## config.mk

```make
export PLATFORM = sky130hd
export DESIGN_NAME = cordic_fix2float
export DESIGN_NICKNAME = d
export VERILOG_FILES = /design/src/rtl/cordic_pkg.sv /design/src/rtl/fp_round_rne.sv /design/src/rtl/cordic_fix2float.sv
export SDC_FILE = /design/constraint.sdc
export NUM_CORES = 1
export LEC_CHECK = 0
export ABC_AREA = 1
export CAP_MARGIN = 5
export CELL_PAD_IN_SITES_DETAIL_PLACEMENT = 1
export CELL_PAD_IN_SITES_GLOBAL_PLACEMENT = 1
export CORE_MARGIN = 3
export CORE_UTILIZATION = 42
export DETAILED_ROUTE_END_ITERATION = 7
export GPL_TIMING_DRIVEN = 0
export PLACE_DENSITY_LB_ADDON = 0.3
export SLEW_MARGIN = 20
export SYNTH_ARGS = -nofsm -noshare
export SYNTH_HDL_FRONTEND = slang
export SYNTH_SLANG_ARGS = --single-unit
```

## constraint.sdc

```tcl
create_clock -name clock -period 7.3 [get_ports clock]
set_clock_uncertainty 0.2 [all_clocks]
set_input_delay 1.095 -clock clock [delete_from_list [all_inputs] [get_ports clock]]
set_output_delay 1.095 -clock clock [all_outputs]
set_load 0.02 [all_outputs]
```

## src/rtl/cordic_pkg.sv

```systemverilog
// Shared definitions for the cosine CORDIC accelerator: FSM states, IEEE-754
// single-precision field widths and the default fixed-point format.
package cordic_pkg;

  typedef enum logic [2:0] {
    IDLE  = 3'd0,
    ABS   = 3'd1,
    NORM  = 3'd2,
    ROUND = 3'd3,
    DONE  = 3'd4
  } state_t;

  localparam int FP_EXP_W  = 8;
  localparam int FP_MANT_W = 23;
  localparam int FP_BIAS   = 127;

  // Q1.31 is the format shared by the core and both converters.
  localparam int FRAC_BITS_DEFAULT = 31;
  localparam int WIDTH_DEFAULT     = 32;

endpackage

```

## src/rtl/fp_round_rne.sv

```systemverilog
// Round-to-nearest-even of a normalised 32-bit magnitude (bit 31 set) down to
// a 23-bit stored mantissa, folding a mantissa carry-out into the exponent.
module fp_round_rne
  import cordic_pkg::*;
(
  input  logic [31:0]          mag,
  input  logic [FP_EXP_W-1:0]  exp_in,
  output logic [FP_MANT_W-1:0] mant,
  output logic [FP_EXP_W-1:0]  exp_out
);

  logic [FP_MANT_W-1:0] mant_raw;
  logic                 lsb;
  logic                 guard;
  logic                 sticky;
  logic                 round_up;
  logic [FP_MANT_W:0]   mant_sum;

  assign mant_raw = mag[30:8];
  assign lsb      = mag[8];
  assign guard    = mag[7];
  assign sticky   = |mag[6:0];
  assign round_up = guard & (sticky | lsb);

  // An all-ones mantissa rounding up wraps to zero and bumps the exponent.
  assign mant_sum = {1'b0, mant_raw} + {{FP_MANT_W{1'b0}}, round_up};
  assign mant     = mant_sum[FP_MANT_W-1:0];
  assign exp_out  = exp_in + {{(FP_EXP_W-1){1'b0}}, mant_sum[FP_MANT_W]};

endmodule

```

## src/rtl/cordic_fix2float.sv

```systemverilog
// Signed fixed-point to IEEE-754 single converter, run as a multi-cycle Nios II
// custom instruction: absolute value, one-bit-per-cycle normalise, RNE round.
module cordic_fix2float
  import cordic_pkg::*;
#(
  parameter int FRAC_BITS = FRAC_BITS_DEFAULT,
  parameter int WIDTH     = WIDTH_DEFAULT
) (
  input  logic             clock,
  input  logic             aclr,
  input  logic             clk_en,
  input  logic             start,
  input  logic [WIDTH-1:0] dataa,
  output logic             busy,
  output logic             done,
  output logic [31:0]      result
);

  // Exponent of a magnitude whose leading one already sits in bit 31.
  localparam logic [FP_EXP_W-1:0] EXP_BASE = FP_EXP_W'(FP_BIAS + WIDTH - 1 - FRAC_BITS);

  state_t      state_q, state_d;
  logic [31:0] mag_q, mag_d;
  logic [4:0]  n_q, n_d;
  logic        sign_q, sign_d;
  logic [31:0] result_q, result_d;

  logic [FP_EXP_W-1:0]  exp_unr;
  logic [FP_EXP_W-1:0]  rnd_exp;
  logic [FP_MANT_W-1:0] rnd_mant;

  assign exp_unr = EXP_BASE - {{(FP_EXP_W-5){1'b0}}, n_q};

  fp_round_rne u_round (
    .mag     (mag_q),
    .exp_in  (exp_unr),
    .mant    (rnd_mant),
    .exp_out (rnd_exp)
  );

  always_ff @(posedge clock) begin
    if (aclr) begin
      state_q  <= IDLE;
      mag_q    <= '0;
      n_q      <= '0;
      sign_q   <= 1'b0;
      result_q <= '0;
    end else if (clk_en) begin
      state_q  <= state_d;
      mag_q    <= mag_d;
      n_q      <= n_d;
      sign_q   <= sign_d;
      result_q <= result_d;
    end
  end

  always_comb begin
    state_d  = state_q;
    mag_d    = mag_q;
    n_d      = n_q;
    sign_d   = sign_q;
    result_d = result_q;
    case (state_q)
      IDLE: begin
        if (start) begin
          sign_d  = dataa[WIDTH-1];
          mag_d   = dataa;
          state_d = ABS;
        end
      end
      ABS: begin
        // 0x80000000 negates to itself, which is exactly the unsigned 2^31.
        mag_d = sign_q ? (~mag_q + 32'd1) : mag_q;
        n_d   = '0;
        if (mag_d == '0) begin
          result_d = '0;
          state_d  = DONE;
        end else if (mag_d[31]) begin
          state_d = ROUND;
        end else begin
          state_d = NORM;
        end
      end
      NORM: begin
        mag_d = {mag_q[30:0], 1'b0};
        n_d   = n_q + 5'd1;
        if (mag_q[30]) begin
          state_d = ROUND;
        end
      end
      ROUND: begin
        result_d = {sign_q, rnd_exp, rnd_mant};
        state_d  = DONE;
      end
      DONE: begin
        state_d = IDLE;
      end
      default: begin
        state_d = IDLE;
      end
    endcase
  end

  assign busy   = (state_q != IDLE) && (state_q != DONE);
  assign done   = (state_q == DONE);
  assign result = result_q;

endmodule

```

# Yosys cells after proc, flatten, opt, wreduce, memory -nomap -nowiden
# Cells that the tools add are included.
[totals]
input_bits = 36
regBits = 73
out_inout_bits = 34
[op_classes]
muxes = 11
eq_ne = 8
reduce_logical = 13
n_addsub = 5
bitwise_logic = 3
[op_table]
columns = ["operator", "count"]
rows = [
  ["32-bit 2-to-1 mux", 3],
  ["32-bit one-hot mux with 3 select lines", 1],
  ["32-bit one-hot mux with 2 select lines", 1],
  ["32-bit by 1-bit adder with 32-bit output (second input constant)", 1],
  ["32-bit zero test", 1],
  ["32-bit inverter", 1],
  ["23-bit by 1-bit adder with 24-bit output", 1],
  ["3-bit one-hot mux with 4 select lines", 1],
  ["3-bit AND reduction", 4],
  ["5-bit one-hot mux with 2 select lines", 1],
  ["3-bit 2-to-1 mux", 3],
  ["8-bit by 1-bit adder with 8-bit output", 1],
  ["7-bit by 5-bit subtractor with 8-bit output (first input constant)", 1],
  ["7-bit OR reduction", 1],
  ["3-bit by 2-bit == test with 1-bit output (second input constant)", 2],
  ["2-bit != test (second input constant)", 3],
  ["3-bit nonzero test", 2],
  ["5-bit by 1-bit adder with 5-bit output (second input constant)", 1],
  ["2-bit nonzero test", 2],
  ["3-bit by 1-bit == test with 1-bit output (second input constant)", 1],
  ["3-bit == test (second input constant)", 1],
  ["3-bit zero test", 1],
  ["3-bit != test (second input constant)", 1],
  ["2-bit AND reduction", 1],
  ["other kinds (4)", 4],
]

# Depth between registers and ports, before layout
# Gate-level depths: netlist of the first run.
[logic_depth]
word_depth = 6
mapped_depth = 20
mapped_depth_nobuf = 19

# Hierarchy
# Synthesis of the first run repeated with hierarchy kept, for this count alone.
[hier_totals]
cells_unflattened = 944
hier_area_um2 = 5680.4
[modules_own_cells]
columns = ["mod", "area_per_inst_um2", "cells_per_inst", "n_inst"]
rows = [
  ["cordic_fix2float", 4943.5, 801, 1],
  ["fp_round_rne", 737.0, 143, 1],
]

# Least setup slack after synthesis of the first run
# OpenSTA, ideal clock, no wires.
[synth_path]
path_type = "register to register"
start = "register mag_q[8]"
end = "register result_q[27] (netlist: result[27])"
period_less_slack_ns = 2.515
arrival_time_ns = 2.244
setup_slack_ns = 4.785
setup_time_ns = 0.071
stages_incl_launch_ff = 14
path_cell_list = "dfxtp_1 -> nand2_1 -> nor2_1 -> nand2_1 -> nor2_1 -> nand3_1 -> nor3_1 -> nand4_1 -> nor4_1 -> ha_1 -> ha_1 -> a31oi_1 -> or2_0 -> a21oi_1"
[synth_via]
elab_chain_cells = 6
elab_cells_between_ends = 11
classes_between = "add/sub (3); eq/ne (1); mux (2); bitwise (3); reduce/logical (2)"
[synth_rtl]
columns = ["element", "line_no", "rtl"]
rows = [
  ["from (decl)", "cordic_fix2float.sv:23", "logic [31:0] mag_q, mag_d;"],
  ["from (signal assigned)", "cordic_fix2float.sv:50", "mag_q <= mag_d;"],
  ["branches (longest 6 deep; another with 23-bit by 1-bit adder with 24-bit output)", "n/a", ""],
  ["to (signal assigned)", "cordic_fix2float.sv:53", "result_q <= result_d;"],
  ["to (decl)", "cordic_fix2float.sv:26", "logic [31:0] result_q, result_d;"],
]
# Several ways; the timed one is not identified.
# A chain may end at the register's enable or synchronous reset.

# Worst setup path after layout of the first run
[layout_path]
start = "register mag_q[7]"
end = "register result_q[27] (netlist: result[27])"
[layout_via]
elab_chain_cells = 6
elab_cells_between_ends = 10
classes_between = "add/sub (3); eq/ne (1); mux (2); bitwise (2); reduce/logical (2)"
[layout_rtl]
columns = ["element"]
rows = [
  ["branches (longest 6 deep; another with 23-bit by 1-bit adder with 24-bit output)"],
]
# Several ways; the timed one is not identified.

==> flow_summary_export.csv, run 1 <==
group,metric,value,unit
min_path,min-delay-start,"result[28]$_SDFFE_PP0P_",
run_status,outcome,"completed",
floorplanning,chipHeight,118,um
min_path,min_path_type,"reg -> reg",
placed_design,numPortBuffers,68,
global_route,grt_use_total,30.1,%
synth,async_reset_ff_share,0,%
synth,ys_warn_count,0,
critical_path,timing.rr.start,"mag_q[7]$_SDFFE_PP0P_",
floorplanning,die_x,118,um
timing,grt_setup_unrepaired,"no",
floorplanning,num_rows,40,
job,cap_violations,0,
critical_path,arrival,3.73,ns
drt,firstDrtPassIters,5,
synth,syn_area,5280,um^2
cts,holdBufCountCts,0,
timing,report.final.slew_viol_count,0,
critical_path,reg2regPathDepth,13,
drt,vias,6406,
synth,yosysTopAreaCell,"dfxtp_1",
timing,slew_headroom,37.6,%
layout,fin_area,6500,um^2
timing,tightest_slew,0.928,ns
floorplanning,die-area,14000,um^2
cts,clk_pin_slew,0.06,ns
drt,viasPerCell,5.62,
synth,synth-seq-cells,73,
cts,clockBufferDepth,2,
cts,insertion_delay,0.35,ns
power_and_ir_drop,power_density,223,nW/um^2
critical_path,start_kind,"flop",
cts,cts_tree,"yes",
synth,syn_nets,930,
layout,nNetsFinal,1009,
timing,fin_tns_setup,0,ns
critical_path,worstSetupPathType,"reg -> reg",
global_route,grt.overflow.total,0,
synth,synth.area.top_cells,"dfxtp_1 28%, nand2_1 21%, nor2_1 7.3%",
timing,fin_crit_sh,50.0,%
critical_path,required,7.38,ns
cts,ctsResizeCount,0,
critical_path,r2r_end,"result[27]$_SDFFE_PP0P_",
cts,ctsHtreeMaxLevel,3,
drt,drc,0,
placed_design,place_area,6170,um^2
synth,syn-instance-count,889,
floorplanning,core,12200,um^2
placed_design,detailed_place_hpwl,15700,um
synth,synth_cell_types,45,
min_path,whs_path_depth,2,
cts,cts_root_buffer,"clkbuf_16",
power_and_ir_drop,leakagePower,2.70,nW
floorplanning,start_util,43.4,%
timing,setup_viol,0,
cts,postCtsSetupRepairBufs,0,
global_route,grt_pass1_wl,33700,um
global_route,grt_max_degree,13,
critical_path,end_kind,"flop",
timing,clock.fmax,0.274,GHz
synth,ys_seq_area_share,27.7,%
synth,synth_flop_cell,"dfxtp_1",
layout,antennaDiodeCount,0,
global_route,grt_pass1_vias,6791,
synth,postSynthAreaPerCell,5.94,um^2
power_and_ir_drop,vdd_ir_drop_max,0.151,mV
layout,drive_gt1_share,8.02,%
critical_path,r2r_setup_slack,3.65,ns
layout,synthToLayoutAreaGrowth,23.2,%
drt,wl,20700,um
critical_path,path_max_fanout,7,
cts,numCtsBuffers,9,
drt,wl_per_cell,18.2,um
timing,hold_violations,0,
drt,dr.first_iter.drc_count,458,
global_route,grt_antenna_before_repair,0,
timing,min_period,3.65,ns
cts,clock_sinks,73,
floorplanning,pin_count,70,
min_path,hold_end,"result[28]$_SDFFE_PP0P_",
layout,fin_cells,1140,
layout,mostFrequentLayoutCell,"nand2_1",
layout,final_cell_mix,"289 x nand2_1, 103 x nor2_1, 93 x inv_1, 73 x dfxtp_1, 68 x clkdlybuf4s50_1",
placed_design,place_inst,1125,
placed_design,place_congestion,0.961,
synth,synth_edf_count,0,
drt,detail-route-antenna-nets,0,
synth,synth_top_area_share,27.7,%
[worst max path at each step]
stage / slack [ns] / depth (start not counted) / to / from
detailed placement: 3.85 / 16 / result[26]$_SDFFE_PP0P_ / mag_q[7]$_SDFFE_PP0P_
CTS: 3.78 / 13 / result[27]$_SDFFE_PP0P_ / mag_q[7]$_SDFFE_PP0P_
global placement: 3.83 / 16 / result[26]$_SDFFE_PP0P_ / mag_q[7]$_SDFFE_PP0P_
floorplan: 4.79 / 13 / result[27]$_SDFFE_PP0P_ / mag_q[8]$_SDFFE_PP0P_
global route: 3.33 / 13 / result[27]$_SDFFE_PP0P_ / mag_q[9]$_SDFFE_PP0P_
finish: 3.65 / 13 / result[27]$_SDFFE_PP0P_ / mag_q[7]$_SDFFE_PP0P_
[cell usage after synthesis, drive strengths merged, types with 2 or more instances]
master	instances
nor4	3
clkbuf	27
nor3	21
o21ai	46
o211ai	3
nand3	61
dfxtp	73
o31ai	2
nor2	114
buf	25
a21oi	31
or2	4
inv	97
nand2	305
nand4	21
a41oi	20
ha	5
a22oi	3
a221oi	16
a31oi	2
[critical path, stage by stage, from the launching register on]
cell,delay (ns)
dfxtp_1,0.51
nand2_1,0.20
nor2_1,0.18
nand2_1,0.13
nor2_1,0.14
nand3_1,0.12
nor3_1,0.21
nand4_1,0.18
nor4_1,0.66
ha_1,0.32
ha_1,0.23
a31oi_1,0.13
or2_0,0.24
a21oi_1,0.13
[kinds of logic (layout without fill, tap and decap cells)]
family / count (synthesis) / in the layout / share of synthesized area (%)
AOI/OAI and AO/OA: 129 / 129 / 15.6
and+or+nand+nor: 531 / 531 / 43.6
DFF: 73 / 73 / 27.7
xor gates and xnor gates: 2 / 2 / 0.332
buffers and inverters: 149 / 232 / 11.6
adders and majority gates: 5 / 5 / 1.19
[per-stage QoR]
step / hold WS, ns / setup WS [ns] / utilization (%) / power [mW]
5_1_grt: 0.290 / 3.33 / 53.5 / 1.52
2_1_floorplan: 0.250 / 4.79 / - / 0.766
3_3_place_gp: 0.250 / 3.83 / 50.7 / 0.909
6_report: 0.263 / 3.65 / 53.5 / 1.45
4_1_cts: 0.265 / 3.78 / 53.5 / 1.44
3_5_place_dp: 0.256 / 3.85 / 50.7 / 0.920
[flip-flops by register name, indices dropped and copies added, names as in the netlist]
signal and flops:
mag_q 32, n_q 5, result 32, sign_q 1, state_q 3
[cell type report]
type | instances | area, um^2
Fill cell | 1712 | 5660
Multi-Input combinational cell | 667 | 3210
Sequential cell | 73 | 1460
Timing Repair Buffer | 68 | 681
Inverter | 97 | 364
Buffer | 52 | 248
Clock buffer | 10 | 229
Tap cell | 168 | 210
Clock inverter | 5 | 105
[layer usage]
layer	up-vias	GRT usage (%)	wire [um]
met3	53	7.06	1380
li1	3064	-	-
met1	3050	37.2	8980
met4	0	13.6	735
met5	-	0	0
met2	239	49.6	9640
[power by group]
| group | leakage [nW] | switching, mW | internal [mW] | total, mW |
|---|---|---|---|---|
| Sequential | 0.595 | 0.0247 | 0.423 | 0.448 |
| Combinational | 1.95 | 0.336 | 0.143 | 0.480 |
| Clock | 0.155 | 0.187 | 0.332 | 0.520 |
(Power assumes the default switching activity.)
==> run 2: changes to the inputs <==
Settings changed: CORE_UTILIZATION 42 to 39.
Clock period 7.3 ns to 3.75 ns, I/O delays scaled along.
==> flow_summary_export.csv, run 2 (synthesis results as in run 1) <==
group,metric,value,unit
critical_path,start_kind,"flop",
timing,tightest_slew,0.901,ns
critical_path,worstSetupPathType,"reg -> reg",
global_route,grt.overflow.total,0,
floorplanning,start_util,40.8,%
critical_path,cpMaxStageDelayCell,"dfxtp_1",
run_status,outcome,"completed",
critical_path,reg2regPathDepth,16,
layout,antennaDiodeCount,0,
timing,grt_setup_unrepaired,"no",
drt,drc,0,
placed_design,pre_cts_ws,0.273,ns
layout,mostFrequentLayoutCell,"nand2_1",
floorplanning,num_rows,41,
placed_design,place_congestion,0.954,
layout,final_cell_mix,"289 x nand2_1, 103 x nor2_1, 93 x inv_1, 73 x dfxtp_1, 68 x clkdlybuf4s50_1",
drt,firstDrtPassIters,5,
floorplanning,core,12900,um^2
critical_path,r2r_end,"result[26]$_SDFFE_PP0P_",
power_and_ir_drop,leakagePower,2.68,nW
power_and_ir_drop,power_density,417,nW/um^2
power_and_ir_drop,clkPwrFrac,33.4,%
placed_design,detailed_place_hpwl,15700,um
global_route,grt_max_degree,14,
power_and_ir_drop,switching_share,40.0,%
cts,ctsHtreeMaxLevel,3,
global_route,grt_antenna_before_repair,0,
timing,min_period,3.41,ns
critical_path,required,3.81,ns
cts,postCtsSetupRepairBufs,0,
cts,clock_sinks,73,
timing,fin_tns_setup,0,ns
timing,slew_headroom,39.5,%
drt,wl_per_cell,18.0,um
critical_path,timing.rr.start,"mag_q[7]$_SDFFE_PP0P_",
min_path,min_path_type,"reg -> reg",
layout,ff_latch_area,1460,um^2
placed_design,place_inst,1129,
layout,multi_input_area,3210,um^2
drt,dr.first_iter.drc_count,469,
critical_path,slowest_delay,0.52,ns
critical_path,r2r_setup_slack,0.34,ns
cts,clk_pin_slew,0.07,ns
layout,synthToLayoutAreaGrowth,22.7,%
floorplanning,chipHeight,122,um
drt,vias,6265,
timing,setup_viol,0,
power_and_ir_drop,power_switching,1.08,mW
drt,wl,20600,um
layout,nNetsFinal,1009,
job,cap_violations,0,
cts,cts_tree,"yes",
drt,viasPerCell,5.47,
drt,detail-route-antenna-nets,0,
power_and_ir_drop,vdd_ir_drop_max,0.317,mV
floorplanning,pin_count,70,
critical_path,end_kind,"flop",
critical_path,startpoint,"mag_q[7]$_SDFFE_PP0P_",
cts,cts_root_buffer,"clkbuf_16",
global_route,grt_pass1_wl,32600,um
layout,fin_cells,1145,
timing,clock.fmax,0.294,GHz
layout,drive_gt1_share,8.22,%
cts,insertion_delay,0.36,ns
floorplanning,die-area,15000,um^2
timing,report.final.slew_viol_count,0,
timing,fin_ws,0.345,ns
critical_path,crit_chain,"nand2_1 -> nor2_1 -> nand2_1 -> nor2_1 -> nand3_1 -> nor3_1 -> nand4_1 -> nor4_2 -> ha_1 -> nand3_1 -> nor2_1 -> inv_1 -> nand3_1 -> nand4_1 -> nand2_1 -> nor2_1",
power_and_ir_drop,comb_power_share,34.4,%
cts,holdBufCountCts,0,
power_and_ir_drop,seqPwrFrac,32.3,%
global_route,grt_use_total,28.1,%
critical_path,arrival,3.46,ns
critical_path,cpMostUsedCell,"nor2_1",
critical_path,path_max_fanout,7,
layout,fillers,1848,
cts,clockBufferDepth,2,
floorplanning,die_x,122,um
global_route,grt_pass1_vias,6384,
power_and_ir_drop,p_int,1.62,mW
placed_design,numPortBuffers,68,
timing,fin_crit_sh,90.8,%
critical_path,critPathCapture,"result[26]$_SDFFE_PP0P_",
cts,numCtsBuffers,9,
timing,hold_violations,0,
run 2: repair_timing:
item,CTS,global route
setup endpoints to repair,0,6
hold endpoints to repair,0,0
gates resized for setup,0,1
run 2: layout make-up:
class                      count  area share [%]
inverter                      97            5.62
sequential                    73            22.6
clock buffer                  10            3.53
buffer                        52            3.82
tap                          172            3.32
clock inverter                 6            1.04
timing repair buffer          68            10.5
multi-input combinational    667            49.6
run 2: worst min path at each step:
stage,from,endpoint,slack (ns),cells after the start
final,result[30]$_SDFFE_PP0P_,result[30]$_SDFFE_PP0P_,0.26,2
after global routing,result[27]$_SDFFE_PP0P_,result[27]$_SDFFE_PP0P_,0.28,2
after CTS,result[30]$_SDFFE_PP0P_,result[30]$_SDFFE_PP0P_,0.27,2
after detailed placement,result[30]$_SDFFE_PP0P_,result[30]$_SDFFE_PP0P_,0.26,2
after global placement,result[28]$_SDFFE_PP0P_,result[28]$_SDFFE_PP0P_,0.25,2
after floorplan,mag_q[0]$_SDFFE_PP0P_,mag_q[0]$_SDFFE_PP0P_,0.25,2
run 2: power by group through the flow:
stage	Clock (mW)	Sequential (mW)	Combinational, mW
after floorplan	0	0.874	0.618
after global routing	0.940	0.877	1.03
after detailed placement	0	0.887	0.903
after CTS	0.907	0.870	0.911
final	0.901	0.871	0.928
after global placement	0	0.886	0.886
run 2: routing by layer:
layer | part of all wire (%) | vias up | global-route usage (%)
li1 | - | 3062 | -
met1 | 45 | 2995 | 36.2
met2 | 47 | 174 | 47.0
met3 | 5.8 | 34 | 6.41
met4 | 2.3 | 0 | 8.33
met5 | 0 | - | 0
run 2: per-stage QoR:
stage               utilization [%]  hold WS [ns]  instance area [um^2]  power, mW
floorplan                         -         0.250                  5280       1.49
global placement               47.8         0.253                  6170       1.77
detailed placement             47.8         0.257                  6170       1.79
CTS                            50.1         0.266                  6470       2.69
global route                   50.1         0.283                  6480       2.85
finish                         50.1         0.262                  6480       2.70
run 2: critical path, delay by kind of cell (launching register included):
| family | cells | cell delay, ns |
|---|---|---|
| flip-flops | 1 | 0.52 |
| adder cells (fa/ha/maj) | 1 | 0.29 |
| buffers and inverters | 1 | 0.07 |
| AND/OR/NAND/NOR | 14 | 2.23 |
==> run 3: changes to the inputs <==
Settings changed: SKIP_LAST_GASP set to 1.
==> results of run 3 <==
The final DEF is identical to that of run 2; final timing and power are the same.
